==> src/rtl/cache_mem_arbiter.sv <==
// ---------------------------------------------------------------------------
// cache_mem_arbiter
//
// Serialises icache fetches and dcache block reads, block writes and flush
// writes onto a single-ported RAM. Once the dcache is granted, the grant is
// held for up to BURST_LEN completed words. This keeps the words of one block
// together, so an instruction fetch cannot slip in between them. An icache
// grant always ends after one word.
//
// Optional build macro:
//   ARB_RR_EN  - round-robin tie-break between icache and dcache in IDLE,
//                using a one-bit "last served" flag. When the macro is not
//                defined, the dcache has fixed priority.
//
// Ports:
//   CLK, nRST            clock (rising edge), asynchronous active-low reset
//   iREN, iaddr          icache read request and word address
//   iwait, iload         icache handshake (0 = done) and returned word
//   dREN, dWEN           dcache read / write request (mutually exclusive)
//   daddr, dstore        dcache word address and write data
//   dwait, dload         dcache handshake (0 = done) and returned word
//   ramREN, ramWEN       RAM read / write enables
//   ramaddr, ramstore    RAM address and write data
//   ramload, ramstate    RAM read data and status (FREE/BUSY/ACCESS/ERROR)
//   grant_d              registered: dcache currently owns the RAM
//   err_count            saturating count of ERROR cycles while granted
// ---------------------------------------------------------------------------
module cache_mem_arbiter #(
    parameter int BURST_LEN = 2,
    parameter int ERRCNT_W  = 8
) (
    input  logic                CLK,
    input  logic                nRST,
    input  logic                iREN,
    input  logic [31:0]         iaddr,
    output logic                iwait,
    output logic [31:0]         iload,
    input  logic                dREN,
    input  logic                dWEN,
    input  logic [31:0]         daddr,
    input  logic [31:0]         dstore,
    output logic                dwait,
    output logic [31:0]         dload,
    output logic                ramREN,
    output logic                ramWEN,
    output logic [31:0]         ramaddr,
    output logic [31:0]         ramstore,
    input  logic [31:0]         ramload,
    input  logic [1:0]          ramstate,
    output logic                grant_d,
    output logic [ERRCNT_W-1:0] err_count
);

    typedef enum logic [1:0] {
        IDLE   = 2'd0,
        DGRANT = 2'd1,
        IGRANT = 2'd2
    } state_t;

    localparam logic [1:0] RAM_ACCESS = 2'd2;
    localparam logic [1:0] RAM_ERROR  = 2'd3;

    localparam int              CNT_W      = $clog2(BURST_LEN + 1);
    // The last word of a burst is reached when the count equals BURST_LEN-1.
    localparam logic [CNT_W-1:0] BURST_LAST = CNT_W'(BURST_LEN - 1);

    state_t             state;
    logic [CNT_W-1:0]   burst_cnt;

    logic dreq;
    logic ram_acc;
    logic ram_err;
    logic d_done;
    logic i_done;
    logic owner_active;
    logic err_inc;
    logic pick_d;

    assign dreq    = dREN | dWEN;
    assign ram_acc = (ramstate == RAM_ACCESS);
    assign ram_err = (ramstate == RAM_ERROR);
    assign d_done  = (state == DGRANT) && dreq && ram_acc;
    assign i_done  = (state == IGRANT) && iREN && ram_acc;

    assign owner_active = ((state == DGRANT) && dreq) || ((state == IGRANT) && iREN);
    assign err_inc      = owner_active && ram_err && (err_count != {ERRCNT_W{1'b1}});

`ifdef ARB_RR_EN
    // last_d = 1 when the dcache was granted most recently. On a tie, the
    // requester that was not served last wins. The reset value (icache-last)
    // lets the dcache win the first tie.
    logic last_d;

    assign pick_d = dreq && (!iREN || !last_d);

    always_ff @(posedge CLK or negedge nRST) begin
        if (!nRST)
            last_d <= 1'b0;
        else if ((state == IDLE) && (dreq || iREN))
            last_d <= pick_d;
    end
`else
    assign pick_d = dreq;
`endif

    always_ff @(posedge CLK or negedge nRST) begin
        if (!nRST) begin
            state     <= IDLE;
            grant_d   <= 1'b0;
            burst_cnt <= '0;
            err_count <= '0;
        end else begin
            if (err_inc)
                err_count <= err_count + ERRCNT_W'(1);

            case (state)
                IDLE: begin
                    burst_cnt <= '0;
                    if (pick_d) begin
                        state   <= DGRANT;
                        grant_d <= 1'b1;
                    end else if (iREN) begin
                        state   <= IGRANT;
                        grant_d <= 1'b0;
                    end
                end
                DGRANT: begin
                    if (d_done) begin
                        // Hold the grant for the next word of the block. If the
                        // dcache then drops its request, the drop branch below
                        // releases the grant.
                        if (burst_cnt < BURST_LAST) begin
                            burst_cnt <= burst_cnt + CNT_W'(1);
                        end else begin
                            state     <= IDLE;
                            grant_d   <= 1'b0;
                            burst_cnt <= '0;
                        end
                    end else if (!dreq) begin
                        state     <= IDLE;
                        grant_d   <= 1'b0;
                        burst_cnt <= '0;
                    end
                end
                IGRANT: begin
                    if (i_done || !iREN)
                        state <= IDLE;
                end
                default: begin
                    state     <= IDLE;
                    grant_d   <= 1'b0;
                    burst_cnt <= '0;
                end
            endcase
        end
    end

    // RAM side and requester returns. The RAM side is a pass-through of the
    // owner's live inputs, so the owner can change address or data while it
    // waits. An ERROR cycle keeps the enables asserted, so the access is
    // retried.
    always_comb begin
        iwait    = 1'b1;
        dwait    = 1'b1;
        iload    = '0;
        dload    = '0;
        ramREN   = 1'b0;
        ramWEN   = 1'b0;
        ramaddr  = '0;
        ramstore = '0;
        case (state)
            DGRANT: begin
                ramREN   = dREN;
                ramWEN   = dWEN;
                ramaddr  = daddr;
                ramstore = dstore;
                dload    = ramload;
                dwait    = ~(dreq && ram_acc);
            end
            IGRANT: begin
                ramREN   = iREN;
                ramaddr  = iaddr;
                iload    = ramload;
                iwait    = ~(iREN && ram_acc);
            end
            default: ;
        endcase
    end

endmodule

==> config.mk <==
export PLATFORM = sky130hd
export DESIGN_NAME = cache_mem_arbiter
export DESIGN_NICKNAME = d
export VERILOG_FILES = /design/src/rtl/cache_mem_arbiter.sv
export SDC_FILE = /design/constraint.sdc
export NUM_CORES = 1
export LEC_CHECK = 0
export CORE_AREA = 2 2 106 108
export CTS_BUF_LIST = sky130_fd_sc_hd__clkbuf_2 sky130_fd_sc_hd__clkbuf_4 sky130_fd_sc_hd__clkbuf_8
export CTS_CLUSTER_SIZE = 20
export DETAILED_ROUTE_END_ITERATION = 10
export DIE_AREA = 0 0 108 110
export PLACE_DENSITY = 0.69
export SYNTH_ARGS = -nofsm -noshare
export SYNTH_HDL_FRONTEND = slang
export SYNTH_SLANG_ARGS = --single-unit
==> constraint.sdc <==
create_clock -name CLK -period 3.7 [get_ports CLK]
set_input_delay 1.11 -clock CLK [delete_from_list [all_inputs] [get_ports CLK]]
set_output_delay 1.11 -clock CLK [all_outputs]
set_load 0.05 [all_outputs]
Word level (Yosys, flattened, before mapping)
Cells that the tools add are included.

Flip-flop bits (word level): 13. Bits of input ports: 135. Output and inout port bits: 141. Word-level logic and storage cells: 59.

Add/sub/neg operators: 2. Magnitude comparators: 1. Equal/unequal tests: 9. Multiplexer cells: 24. Bitwise logic cells: 4. Reduce and logical (&&, ||, !) cells: 15.

Operators with widths (count): $mux W32 (3); $pmux W32 S2 (1); $mux W2 (8); $ne A3 B3 Y1 const B (3); $add A8 B1 Y8 const B (1); $logic_and A1 B1 Y1 (8); $mux W1 (8); $ne A8 B8 Y1 const B (1); $reduce_and A4 Y1 (2); $eq A2 B2 Y1 const B (3); $pmux W2 S3 (1); $pmux W2 S2 (1); $not A1 Y1 (3); $pmux W1 S3 (1); $add A2 B1 Y2 const B (1); $eq A2 B1 Y1 const B (1); $logic_not A2 Y1 (1); $logic_or A1 B1 Y1 (2); $lt A2 B1 Y1 const B (1); $ne A2 B1 Y1 const B (1); $pmux W1 S2 (1); $reduce_and A2 Y1 (1); $logic_not A1 Y1 (1); $or A1 B1 Y1 (1).

Depth between registers and ports, before layout
Depth after elaboration: 6. Gate-level depth with buffers: 7. Gate-level depth less buffers: 6.

Worst setup path before layout
Ideal clock, no wire load.

Path kind: in2out. Start point: input dREN. End point: output ramREN. Arrival time: 2299 ps. Required time: 2590 ps. Path slack: 291 ps. Stages: 2. Buffers on the path: 0. Path through: nand2_1 -> a21boi_0.

Cells in the longest elaborated chain, start to end: 1.

Ends and longest elaborated chain: from (decl) (line 38) `input logic dREN,`; $pmux W1 S2 (line 171) `case (state)`; to (decl) (line 44) `output logic ramREN,`.

No other way between the ends.

Final worst setup path
Start point: input iREN. End point: output ramREN.

Cells in the longest elaborated chain, start to end: 1.

Ends and longest elaborated chain: from (decl) (line 34) `input logic iREN,`; $pmux W1 S2 (line 171).

No other way between the ends.

==> metrics.md <==
| Metric | Value |
|---|---|
| Setup_tns | 0 ns |
| Initial antenna violation count | 0 |
| Max VDD drop | 0.530 mV |
| Clock transition at the registers of the reported paths | 0.05 ns |
| R2R setup slack | 1.40 ns |
| Vias in the first global route | 2,947 |
| Antenna diodes | 0 |
| Worst setup margin | 0.291 ns |
| Syn Inst Count | 256 |
| Root buf cell | clkbuf_8 |
| Post-DP HPWL | 10,000 um |
| Post-Syn Area per Cell | 7.43 um^2 |
| CTS tree | done |
| Hold crit path type | reg -> reg |
| Die area | 0.0119 mm^2 |
| Crit path largest cell delay | 0.52 ns |
| Clk sink count | 13 |
| Final hold slack | 0.497 ns |
| Vias | 2,854 |
| Port Buffers | 275 |
| Final Setup Violations | 0 |
| Hold Path End | burst_cnt[1] |
| MaxCap Viol Count | 0 |
| PD cells | 864 mW/mm^2 |
| Pre-CTS setup slack | 0.286 ns |
| Drt wl/cell | 17.9 um |
| DRC | 0 |
| Hold Path Depth | 1 |
| Prevailing post-synth register cell | dfrtp_1 |
| Crit path DAT | 2.30 ns |
| Initial Util | 17.8% |
| Post-Route WL | 11,800 um |
| Seq cells post-synth | 13 |
| Share of layout cells above drive strength 1 | 29.3% |
| Post-cts hold buffer count | 0 |
| Synth warn | 0 |
| Netlist cell types | 38 |
| RR Startpoint | state[0] |
| Measured slew at the worst slew-check pin | 0.788 ns |
| Worst-path cell chain | clkdlybuf4s50_1 -> nand2_2 -> a21boi_0 -> buf_12 |
| Syn_nets | 396 |
| Worst path slowest cell | clkdlybuf4s50_1 |
| Crit Path Max Fanout | 3 |
| Area leader, netlist | and2_1 |
| Die Y | 110 um |
| Final ANT Viol Nets | 0 |
| Final Instance Area | 0.00610 mm^2 |
| FF-to-FF End | err_count[6] |
| Final Hold Fails | 0 |
| Drt first pass iters | 4 |
| Syn-to-layout area delta | 221% |
| H-tree Lvls | 1 |
| Hold Startpoint | burst_cnt[1] |
| Peak Freq | 0.293 GHz |
| Setup bufs post-CTS | 0 |
| Largest net degree at the start of global routing | 57 |
| Total track usage | 18.6% |
| Async set or reset register ratio after synthesis | 100% |
| Fin crit share | 92.1% |
| CTS Buf Count | 3 |
| Critical path class | in -> out |
| Pwr Total | 5.27 mW |
| Leakage power total | 2.46 nW |
| CTS Buffer Depth | 2 |
| Clock Skew | 0.00331 ns |
| DR vias/cell | 4.33 |
| Worst R2R Path Depth | 6 |
| EDFF count, synth | 0 |
| Die Span X | 108 um |
| CP required | 2.59 ns |
| Unrepaired setup endpoints after global routing | no |
| Ports | 276 |
| Largest cells by area after synthesis | and2_1, dfrtp_1, a22oi_1, nor2b_1, clkbuf_1 |
| FP Rows | 38 |
| Worst setup SP type | input pin |
| Crit path time final | 3.41 ns |
| Mapped Area | 0.00190 mm^2 |
| Status | finished clean |
| Final net count | 660 |
| Buf/Inv on CP | 2 |
| Clk_lat worst skew | 0.25 ns |
| Relative slew slack | 47.5% |
| Core footprint | 0.0107 mm^2 |
| Global-route wire length before repair | 17,200 um |
| Critical path's top delay family | buffers and inverters |
| Sequential area share after synthesis | 17.1% |
| Area after DPL | 0.00605 mm^2 |
| Synth top area share | 31.6% |
| Gates resized, CTS repair | 0 |
| Routability congestion estimate | 0.911 |
| Initial DRC Count | 123 |
| Crit end category | output pin |
| Fin. max-slew vios | 0 |
| Congestion Overflow GR | 0 |
-- per-layer routing --
metal	vias up	track usage (%)	share of wire (%)
li1	1377	-	-
met1	1356	21.3	37
met2	114	36.7	56
met3	7	3.23	6.5
met4	0	2.47	0.68
met5	-	0	0
-- where the power goes --
group	total, mW	internal, mW	switching (mW)
logic	4.91	2.19	2.72
clock network	0.129	0.0746	0.0547
registers	0.226	0.180	0.0458
-- Yosys cell counts, types with 2 or more instances --
cell type	instances
dfrtp_1	13
a22oi_1	32
xor2_1	5
ha_1	5
nand3_1	3
inv_1	4
clkbuf_1	17
o21bai_1	2
o21ai_0	3
and2_1	96
nand2_1	7
nor2b_1	34
nor3b_1	3
nor4_1	2
nor2_1	2
nor3_1	3
mux2i_1	2
buf_2	2
buf_1	2
-- worst reg2reg max path: cells and delay by family (launching register included) --
family / cells / cell delay, ns
adder cells (fa/ha/maj): 1 / 0.71
flip-flops: 1 / 0.38
AND/OR/NAND/NOR: 2 / 0.37
multiplexers: 1 / 0.34
AO/OA/AOI/OAI: 1 / 0.27
buffers and inverters: 1 / 0.11
-- cells by family (layout without fill, tap and decap cells) --
| group | after synthesis | count (layout) | share of synthesized area (%) |
|---|---|---|---|
| simple gates | 158 | 158 | 51.6 |
| compound gates | 44 | 44 | 17.4 |
| xor+xnor | 6 | 6 | 2.76 |
| buf+inv | 26 | 289 | 5.46 |
| fa+ha+maj | 5 | 5 | 3.29 |
| flops | 13 | 13 | 17.1 |
| mux | 4 | 4 | 2.43 |
-- cell type report --
| type | count | area [um^2] |
|---|---|---|
| multi-input cells | 217 | 1480 |
| repair buffers | 281 | 4060 |
| fillers | 906 | 4600 |
| inverters | 4 | 15.0 |
| clock buffers | 3 | 41.3 |
| flip-flops and latches | 13 | 325 |
| well taps | 140 | 175 |
| clock inverters | 1 | 5.00 |
-- flip-flops by register name, indices dropped and copies added (netlist names) --
signal and count:
err_count 8, burst_cnt 2, state 2, grant_d 1
-- metrics by stage --
step                      cells  utilization, %
after CTS                   659            57.0
after global placement      655            56.5
after detailed placement    655            56.5
final                       659            57.0
after floorplan             256               -
after global routing        659            57.0
-- cell usage in the layout, fill, tap and decap left out, types with 2 or more instances in the layout --
cell	instances
inv_1	4
nor3b_1	3
ha_1	3
buf_12	127
nor4_1	2
nand2_1	7
o21ai_0	3
xor2_1	5
buf_4	11
mux2i_1	2
nor2b_1	34
nand3_1	3
clkdlybuf4s50_1	143
ha_2	2
dfrtp_1	13
a22oi_1	32
o21bai_1	2
clkbuf_8	3
and2_1	96
nor3_1	3
nor2_1	2
-- how the worst max path moves through the flow --
stage | start | to | slack (ns) | depth (start not counted)
final | iREN | ramREN | 0.29 | 4
after global routing | ramstate[1] | dwait | 0.21 | 4
after CTS | iREN | ramREN | 0.29 | 4
after detailed placement | iREN | ramREN | 0.29 | 4
after global placement | iREN | ramREN | 0.35 | 4
after floorplan | dREN | ramREN | 0.29 | 2
Power figures use the tool's default switching activity.
